$ cat config.mk
export PLATFORM = sky130hd
export DESIGN_NAME = iter_shift_unit
export DESIGN_NICKNAME = d
export VERILOG_FILES = /design/src/rtl/iter_shift_unit.sv
export SDC_FILE = /design/constraint.sdc
export NUM_CORES = 1
export LEC_CHECK = 0
export CORE_ASPECT_RATIO = 0.75
export CORE_MARGIN = 4
export CORE_UTILIZATION = 40
export CTS_BUF_LIST = sky130_fd_sc_hd__clkbuf_4
export DETAILED_ROUTE_END_ITERATION = 10
export PLACE_DENSITY = 0.69
export SLEW_MARGIN = 20
export SYNTH_ARGS = -nofsm -noshare
export SYNTH_HDL_FRONTEND = slang
export SYNTH_SLANG_ARGS = --single-unit
$ cat constraint.sdc
create_clock -name clk -period 2.3 [get_ports clk]
set_input_delay 0.345 -clock clk [delete_from_list [all_inputs] [get_ports clk]]
set_output_delay 0.345 -clock clk [all_outputs]
set_load 0.02 [all_outputs]
$ cat src/rtl/iter_shift_unit.sv
// iter_shift_unit: multi-cycle shifter with valid/ready handshakes on both sides.
// Shifts by up to STEP bit positions per clock in one of four modes:
// logical left, logical right, arithmetic right, rotate left.
// Optional feature macro ITER_SHIFT_ROTATE_EN: when defined, shift_mode 2'b11
// rotates left; when undefined, the rotate datapath is not built and 2'b11
// behaves as a logical left shift.
module iter_shift_unit #(
    parameter int WIDTH = 8,
    parameter int STEP  = 1
) (
    input  logic                     clk,
    input  logic                     rst_n,
    input  logic                     in_valid,
    output logic                     in_ready,
    input  logic [WIDTH-1:0]         data_in,
    input  logic [$clog2(WIDTH)-1:0] shift_amount,
    input  logic [1:0]               shift_mode,
    output logic                     out_valid,
    input  logic                     out_ready,
    output logic [WIDTH-1:0]         result,
    output logic                     busy
);

    localparam int AW = $clog2(WIDTH);
    localparam logic [AW-1:0] STEP_C = AW'(STEP);

    typedef enum logic [1:0] {
        IDLE  = 2'b00,
        SHIFT = 2'b01,
        DONE  = 2'b10
    } state_t;

    state_t            state_q, state_d;
    logic [WIDTH-1:0]  data_q, data_d;
    logic [1:0]        mode_q, mode_d;
    logic [AW-1:0]     rem_q, rem_d;
    logic [AW-1:0]     step_k;

    // One k-bit step in the given mode; k is never larger than WIDTH-1.
    // Arithmetic right re-reads the sign from the working register MSB, so
    // the sign survives every step.
    function automatic logic [WIDTH-1:0] step_shift(
        input logic [WIDTH-1:0] d,
        input logic [1:0]       m,
        input logic [AW-1:0]    k
    );
        logic signed [WIDTH-1:0] ds;
        ds = d;
        case (m)
            2'b01:   return d >> k;
            2'b10:   return ds >>> k;
`ifdef ITER_SHIFT_ROTATE_EN
            2'b11:   return (d << k) | (d >> (WIDTH - int'(k)));
`else
            2'b11:   return d << k;
`endif
            default: return d << k;
        endcase
    endfunction

    // Step size this cycle: the smaller of STEP and the remaining distance.
    assign step_k = (rem_q < STEP_C) ? rem_q : STEP_C;

    // Next-state and next-register logic.
    always_comb begin
        state_d = state_q;
        data_d  = data_q;
        mode_d  = mode_q;
        rem_d   = rem_q;
        case (state_q)
            IDLE: begin
                if (in_valid) begin
                    data_d  = data_in;
                    mode_d  = shift_mode;
                    rem_d   = shift_amount;
                    state_d = (shift_amount != '0) ? SHIFT : DONE;
                end
            end
            SHIFT: begin
                data_d = step_shift(data_q, mode_q, step_k);
                rem_d  = rem_q - step_k;
                if (rem_q == step_k) begin
                    state_d = DONE;
                end
            end
            DONE: begin
                if (out_ready) begin
                    state_d = IDLE;
                end
            end
            default: state_d = IDLE;
        endcase
    end

    // State and working registers; reset aborts any operation in flight.
    always_ff @(posedge clk or negedge rst_n) begin
        if (!rst_n) begin
            state_q <= IDLE;
            data_q  <= '0;
            mode_q  <= '0;
            rem_q   <= '0;
        end else begin
            state_q <= state_d;
            data_q  <= data_d;
            mode_q  <= mode_d;
            rem_q   <= rem_d;
        end
    end

    // Outputs decode the registered state only, so no input-to-output path exists.
    assign in_ready  = (state_q == IDLE);
    assign out_valid = (state_q == DONE);
    assign busy      = (state_q != IDLE);
    assign result    = data_q;

endmodule
==> reports/qor.json, run 1 <==
{
  "class_of_the_most_critical_setup_path": {"value": "flop to primary output"},
  "drc_viols": {"value": 0},
  "initialDrtViolationCount": {"value": 65},
  "synth_sequential_area_ratio": {"value": 37.27, "unit": "%"},
  "clk_transition_reported_paths": {"value": 0.09, "unit": "ns"},
  "outcome": {"value": "complete, no violations"},
  "p_leak": {"value": 0.5603, "unit": "nW"},
  "worst_pin_slew": {"value": 0.7041, "unit": "ns"},
  "layout.filler_cells": {"value": 219},
  "cts_repair_resized_insts": {"value": 0},
  "numPlacedInstances": {"value": 163},
  "total_nets_final": {"value": 155},
  "sink_count": {"value": 15},
  "preCtsSetupSlack": {"value": 0.4174, "unit": "ns"},
  "yosys_warnings": {"value": 0},
  "finalHoldViolCount": {"value": 0},
  "floorplan.die_area": {"value": 3393, "unit": "µm²"},
  "stdcell_count": {"value": 167},
  "max_freq": {"value": 0.5029, "unit": "GHz"},
  "first_pass_iters": {"value": 4},
  "inserted_clock_buffers": {"value": 3},
  "yosys.area.top_type": {"value": "sky130_fd_sc_hd__dfrtp_1"},
  "hp-class": {"value": "primary input to async pin"},
  "synth-main-ff-cell": {"value": "sky130_fd_sc_hd__dfrtp_1"},
  "largest_cells_by_area_after_synthesis": {"value": "sky130_fd_sc_hd__dfrtp_1 37%, sky130_fd_sc_hd__ha_1 5.0%, sky130_fd_sc_hd__buf_6 4.5%"},
  "worstSetupEndpointType": {"value": "primary output"},
  "netlist.area_leader.share": {"value": 37.27, "unit": "%"},
  "cts_root_buffer": {"value": "sky130_fd_sc_hd__clkbuf_4"},
  "cts_hold_buf": {"value": 0},
  "cts.repair_timing.setup_buffer_count": {"value": 0},
  "clock-skew-final": {"value": 0.002029, "unit": "ns"},
  "synth_fp_nets": {"value": 126},
  "netlist_area_before_placement": {"value": 1007, "unit": "µm²"},
  "sequential_cell_area": {"value": 375.4, "unit": "µm²"},
  "die-width": {"value": 65.94, "unit": "µm"},
  "wirelength": {"value": 2392, "unit": "µm"},
  "grt_pass1_vias": {"value": 844},
  "cellPowerDensity": {"value": 1555, "unit": "nW/µm²"},
  "slew_headroom": {"value": 52.91, "unit": "%"},
  "vdd.ir_drop.worst": {"value": 0.5905, "unit": "mV"},
  "antenna_cells_inserted": {"value": 0},
  "postSynthCellCount": {"value": 105},
  "yosysUniqueCellTypes": {"value": 35},
  "place.port_buffers": {"value": 27},
  "r2r.worst_path.cells": {"value": 5},
  "synth-async-reset-ratio": {"value": 100.0, "unit": "%"},
  "postRouteAntennaNets": {"value": 0},
  "cp_data_arrival_time": {"value": 1.64, "unit": "ns"},
  "placedInstanceArea": {"value": 1276, "unit": "µm²"},
  "cp_required": {"value": 1.96, "unit": "ns"},
  "timing.rr.end": {"value": "result[5]"},
  "die_y": {"value": 51.46, "unit": "µm"},
  "insertion_delay": {"value": 0.28, "unit": "ns"},
  "place_hpwl": {"value": 1824, "unit": "µm"},
  "grt_start_max_net_pins": {"value": 16},
  "final_core_util": {"value": 55.68, "unit": "%"},
  "finish_stage_setup_viols": {"value": 0},
  "placementRows": {"value": 15},
  "ctsLongestPathBuffers": {"value": 2},
  "synth_area_per_cell": {"value": 9.593, "unit": "µm²"},
  "global_route_wire_length_before_repair": {"value": 4112, "unit": "µm"},
  "synth_edf_count": {"value": 0},
  "path_max_fanout": {"value": 11},
  "viasPerCell": {"value": 5.263},
  "grt-ovfl-total": {"value": 0},
  "totalNegativeSetupSlack": {"value": 0, "unit": "ns"},
  "worst_slack": {"value": 0.3115, "unit": "ns"},
  "tritoncts": {"value": "done"},
  "global_route.usage.total": {"value": 16.05, "unit": "%"},
  "io-pin-count": {"value": 28},
  "layout.cell_area.non_filler": {"value": 1306, "unit": "µm²"},
  "multiInputGateArea": {"value": 539.3, "unit": "µm²"},
  "timing.max_cap.violations": {"value": 0},
  "period_share": {"value": 86.46, "unit": "%"},
  "yosys-top-cells-count": {"value": "15 x sky130_fd_sc_hd__dfrtp_1, 9 x sky130_fd_sc_hd__inv_1, 9 x sky130_fd_sc_hd__nand2_1, 8 x sky130_fd_sc_hd__nor2_1, 8 x sky130_fd_sc_hd__o21ai_0"},
  "internal_reg_to_reg_setup_slack": {"value": 0.39, "unit": "ns"},
  "routed-via-count": {"value": 879},
  "r2r-start": {"value": "mode_q[0]"},
  "gpl.final_weighted_congestion": {"value": 0.8101},
  "synth.most_common_cell": {"value": "sky130_fd_sc_hd__dfrtp_1"},
  "route.detailed.wl_per_inst": {"value": 14.32, "unit": "µm"},
  "initial_utilization": {"value": 42.93, "unit": "%"},
  "placeableCoreArea": {"value": 2346, "unit": "µm²"},
  "final_number_of_max_transition_violations": {"value": 0},
  "worstSetupStartpointType": {"value": "flop"},
  "areaGrowthSynthToFinish": {"value": 29.69, "unit": "%"},
  "rsz0062_at_grt": {"value": "false"},
  "final.min_clock_period": {"value": 1.989, "unit": "ns"},
  "synth_seq_cells": {"value": 15},
  "h-tree-depth": {"value": 1},
  "antenna_found_initial": {"value": 0},
  "drive_above_1_share": {"value": 12.03, "unit": "%"}
}
-- per-layer routing --
layer | up-vias | global-route usage, % | share of wire, % | routed length, µm
met4 | 0 | 3.378 | 0.59 | 14
met2 | 31 | 22.46 | 42 | 1009
li1 | 438 | - | - | -
met1 | 408 | 23.08 | 50 | 1185
met3 | 2 | 6.374 | 7.7 | 183
met5 | - | 0 | 0 | 0
-- sequential cells by signal (all words and copies together), names as in the netlist --
signal / flops
result: 8
mode_q: 2
rem_q: 3
state_q: 2
-- logic make-up (layout without fill, tap and decap cells) --
kind of cell    Yosys count  after routing  synth area share, %
buf+inv                  14             42                9.192
flops                    15             15                37.27
simple gates             27             27                13.42
compound gates           39             39                28.82
mux                       6              6                6.335
fa+ha+maj                 4              4                4.969
-- worst max-delay path, cell delays in order (launching register included) --
cell                              delay, ns
sky130_fd_sc_hd__dfrtp_1               0.49
sky130_fd_sc_hd__nor2_1                0.23
sky130_fd_sc_hd__clkdlybuf4s50_1       0.65
-- power breakdown --
part / internal (W) / total (W) / switching (W)
Sequential: 0.000397 / 0.000542 / 0.000145
Combinational: 0.000631 / 0.00133 / 0.000697
Clock: 0.0000791 / 0.000162 / 0.0000828
Total: 0.00111 / 0.00203 / 0.000924
-- per-stage QoR --
step,power (W),hold WS [ns]
after floorplan,0.001536,0.04941
after global placement,0.001853,0.5095
after detailed placement,0.001871,0.5054
after CTS,0.002037,0.5054
after global routing,0.002232,0.5315
final,0.002032,0.4806
-- layout make-up --
| cell class | count | area share [%] |
|---|---|---|
| Clock buffer | 4 | 2.299 |
| Timing Repair Buffer | 29 | 21.84 |
| Inverter | 9 | 2.586 |
| Sequential cell | 15 | 28.74 |
| Tap cell | 34 | 3.257 |
| Multi-Input combinational cell | 76 | 41.28 |
-- worst max-delay path by stage --
stage	from	to	slack (ns)	cells after the start
finish	state_q[1]	in_ready	0.31	2
global route	state_q[1]	in_ready	0.21	2
CTS	state_q[1]	in_ready	0.32	2
detailed placement	mode_q[0]	result[5]	0.42	5
global placement	mode_q[0]	result[5]	0.43	5
floorplan	mode_q[0]	result[2]	0.57	6
-- layout by cell type, fill, tap and decap left out, types with 3 or more instances in the layout --
| cell | count |
|---|---|
| sky130_fd_sc_hd__o21ai_0 | 8 |
| sky130_fd_sc_hd__o22ai_1 | 4 |
| sky130_fd_sc_hd__nand2_1 | 9 |
| sky130_fd_sc_hd__ha_1 | 4 |
| sky130_fd_sc_hd__a22o_1 | 5 |
| sky130_fd_sc_hd__a31oi_1 | 5 |
| sky130_fd_sc_hd__clkbuf_4 | 4 |
| sky130_fd_sc_hd__nor2_1 | 8 |
| sky130_fd_sc_hd__dfrtp_1 | 15 |
| sky130_fd_sc_hd__inv_1 | 9 |
| sky130_fd_sc_hd__clkdlybuf4s50_1 | 27 |
| sky130_fd_sc_hd__mux2i_1 | 3 |
| sky130_fd_sc_hd__mux2_2 | 3 |
| sky130_fd_sc_hd__a21oi_1 | 4 |
Power figures use the tool's default switching activity.
==> run 2: changes to the inputs <==
CTS_CLUSTER_DIAMETER = 40   (was not set)
==> results of run 2 <==
Final layout, timing and power as in run 1 (identical DEF).
==> run 3: changes to the inputs <==
CELL_PAD_IN_SITES_DETAIL_PLACEMENT = 1   (was not set)
CELL_PAD_IN_SITES_GLOBAL_PLACEMENT = 2   (was not set)
CORE_UTILIZATION = 29   (was 40)
PLACE_DENSITY = not set   (was 0.69)
PLACE_DENSITY_LB_ADDON = 0.1   (was not set)
==> run 3 against run 2 <==
  * Power up 1.4%
  * Core utilization down 16 points
  * Final cell count up 3.6%
  * Highest routed layer unchanged
  * Design area up 0.57%
==> reports/qor.json, run 3 (synthesis gave the netlist of run 1 again) <==
{
  "worstSetupStartpointType": {"value": "flop", "change": "unchanged"},
  "global_route.usage.met2": {"value": 20.85, "unit": "%", "change": "was 22.46%"},
  "sequential_cell_area": {"value": 375.4, "unit": "µm²", "change": "unchanged"},
  "max_reg_flops": {"value": 8, "change": "unchanged"},
  "io-pin-count": {"value": 28, "change": "unchanged"},
  "gr_met3_demand_resource": {"value": 4.711, "unit": "%", "change": "was 6.374%"},
  "sink_count": {"value": 15, "change": "unchanged"},
  "cts.repair_timing.setup_buffer_count": {"value": 0, "change": "unchanged"},
  "total_nets_final": {"value": 155, "change": "unchanged"},
  "cellPowerDensity": {"value": 1568, "unit": "nW/µm²", "change": "was 1555 nW/µm²"},
  "vdd.ir_drop.worst": {"value": 0.6360, "unit": "mV", "change": "was 0.5905 mV"},
  "antenna_cells_inserted": {"value": 0, "change": "unchanged"},
  "totalNegativeSetupSlack": {"value": 0, "unit": "ns", "change": "unchanged"},
  "hold_ws": {"value": 0.4752, "unit": "ns", "change": "was 0.4806 ns"},
  "rsz0062_at_grt": {"value": "false", "change": "unchanged"},
  "place_hpwl": {"value": 2154, "unit": "µm", "change": "was 1824 µm"},
  "routed-via-count": {"value": 905, "change": "was 879"},
  "die-width": {"value": 76.05, "unit": "µm", "change": "was 65.94 µm"},
  "grt-ovfl-total": {"value": 0, "change": "unchanged"},
  "antenna_found_initial": {"value": 0, "change": "unchanged"},
  "mostFrequentLayoutCell": {"value": "sky130_fd_sc_hd__clkdlybuf4s50_1", "change": "unchanged"},
  "wirelength": {"value": 2785, "unit": "µm", "change": "was 2392 µm"},
  "finish_stage_setup_viols": {"value": 0, "change": "unchanged"},
  "route.detailed.wl_per_inst": {"value": 16.10, "unit": "µm", "change": "was 14.32 µm"},
  "outcome": {"value": "complete, no violations", "change": "unchanged"},
  "slew_headroom": {"value": 52.26, "unit": "%", "change": "was 52.91%"},
  "global_route_wire_length_before_repair": {"value": 4692, "unit": "µm", "change": "was 4112 µm"},
  "gpl.final_weighted_congestion": {"value": 0.7934, "change": "was 0.8101"},
  "drive_above_1_share": {"value": 12.03, "unit": "%", "change": "unchanged"},
  "finalHoldViolCount": {"value": 0, "change": "unchanged"},
  "first_pass_iters": {"value": 4, "change": "unchanged"},
  "multiInputGateArea": {"value": 539.3, "unit": "µm²", "change": "unchanged"},
  "initial_utilization": {"value": 30.42, "unit": "%", "change": "was 42.93%"},
  "hp-class": {"value": "primary input to async pin", "change": "unchanged"},
  "clk_transition_reported_paths": {"value": 0.09, "unit": "ns", "change": "about the same"},
  "postRouteAntennaNets": {"value": 0, "change": "unchanged"},
  "p_leak": {"value": 0.5603, "unit": "nW", "change": "unchanged"},
  "cp_data_arrival_time": {"value": 1.67, "unit": "ns", "change": "was 1.64 ns"},
  "die_y": {"value": 59.04, "unit": "µm", "change": "was 51.46 µm"},
  "h-tree-depth": {"value": 1, "change": "unchanged"},
  "initialDrtViolationCount": {"value": 54, "change": "was 65"},
  "drc_viols": {"value": 0, "change": "unchanged"},
  "path_max_fanout": {"value": 11, "change": "unchanged"},
  "inserted_clock_buffers": {"value": 3, "change": "unchanged"},
  "tritoncts": {"value": "done", "change": "unchanged"},
  "viasPerCell": {"value": 5.231, "change": "was 5.263"},
  "timing.max_cap.violations": {"value": 0, "change": "unchanged"},
  "use_met1": {"value": 17.64, "unit": "%", "change": "was 23.08%"},
  "period_share": {"value": 87.67, "unit": "%", "change": "was 86.46%"},
  "place.port_buffers": {"value": 27, "change": "unchanged"},
  "insertion_delay": {"value": 0.29, "unit": "ns", "change": "was 0.28 ns"},
  "final_number_of_max_transition_violations": {"value": 0, "change": "unchanged"},
  "cts_root_buffer": {"value": "sky130_fd_sc_hd__clkbuf_4", "change": "unchanged"},
  "placementRows": {"value": 18, "change": "was 15"},
  "areaGrowthSynthToFinish": {"value": 30.43, "unit": "%", "change": "was 29.69%"},
  "worst_pin_slew": {"value": 0.7139, "unit": "ns", "change": "was 0.7041 ns"},
  "layout.filler_cells": {"value": 368, "change": "was 219"},
  "cts_repair_resized_insts": {"value": 0, "change": "unchanged"},
  "final.min_clock_period": {"value": 2.016, "unit": "ns", "change": "was 1.989 ns"},
  "cp_required": {"value": 1.96, "unit": "ns", "change": "about the same"},
  "global_route.usage.total": {"value": 13.24, "unit": "%", "change": "was 16.05%"},
  "clock-skew-final": {"value": 0.004016, "unit": "ns", "change": "was 0.002029 ns"},
  "floorplan.die_area": {"value": 4490, "unit": "µm²", "change": "was 3393 µm²"},
  "worstSetupEndpointType": {"value": "primary output", "change": "unchanged"},
  "grt-busiest-layer": {"value": "met2", "change": "was met1"},
  "ctsLongestPathBuffers": {"value": 2, "change": "unchanged"},
  "cts_hold_buf": {"value": 0, "change": "unchanged"},
  "grt_start_max_net_pins": {"value": 16, "change": "unchanged"},
  "max_freq": {"value": 0.4959, "unit": "GHz", "change": "was 0.5029 GHz"},
  "class_of_the_most_critical_setup_path": {"value": "flop to primary output", "change": "unchanged"},
  "placeableCoreArea": {"value": 3311, "unit": "µm²", "change": "was 2346 µm²"},
  "grt_pass1_vias": {"value": 949, "change": "was 844"},
  "layout.cells.most_common_list": {"value": "27 x sky130_fd_sc_hd__clkdlybuf4s50_1, 15 x sky130_fd_sc_hd__dfrtp_1, 9 x sky130_fd_sc_hd__inv_1, 9 x sky130_fd_sc_hd__nand2_1", "change": "unchanged"}
}
-- run 3: cell counts in the layout (fill, tap and decap cells not counted) --
No cell type changed its count.
-- run 3: per-layer routing --
layer,wire length (µm),up-vias
met5,0,-
met4,25,0
met3,152,5
met2,1201,18
met1,1405,440
li1,-,442
-- run 3: power breakdown --
part	switching, W	internal [W]	leakage (nW)
clock network	0.0000876	0.0000793	0.0184
registers	0.000165	0.000397	0.183
logic	0.000699	0.000632	0.359
total	0.000951	0.00111	0.560
-- run 3: path summary, 6_finish.rpt --
check / start / depth (start not counted) / slack, ns / endpoint
min in group clk: result[0] / 2 / 0.52 / result[0]
setup reg to reg: mode_q[0] / 5 / 0.43 / result[5]
hold / removal: rst_n / 1 / 0.48 / result[4]
setup / recovery: state_q[1] / 2 / 0.28 / in_ready
max in group asynchronous: rst_n / 1 / 1.37 / rem_q[1]
hold reg to reg: result[0] / 2 / 0.52 / result[0]
-- run 3: final cells by class --
type,count,area share (%)
Multi-Input combinational cell,76,41.05
Sequential cell,15,28.57
Timing Repair Buffer,29,21.71
Tap cell,40,3.810
Inverter,9,2.571
Clock buffer,4,2.286
-- run 3: worst max-delay path, stage by stage, from the launching register on --
cell and delay (ns):
sky130_fd_sc_hd__dfrtp_1 0.52, sky130_fd_sc_hd__nor2_1 0.22, sky130_fd_sc_hd__clkdlybuf4s50_1 0.64
-- run 3: through the flow --
stage / worst slack, ns / area [µm²] / instances / total power (W) / utilization [%]
detailed placement: 0.3822 / 1284 / 169 / 0.001910 / 38.78
CTS: 0.2517 / 1314 / 173 / 0.002089 / 39.68
global route: 0.1629 / 1314 / 173 / 0.002261 / 39.68
global placement: 0.3716 / 1284 / 169 / 0.001892 / 38.78
finish: 0.2835 / 1314 / 173 / 0.002060 / 39.68
floorplan: 0.5668 / 1007 / 105 / 0.001536 / -
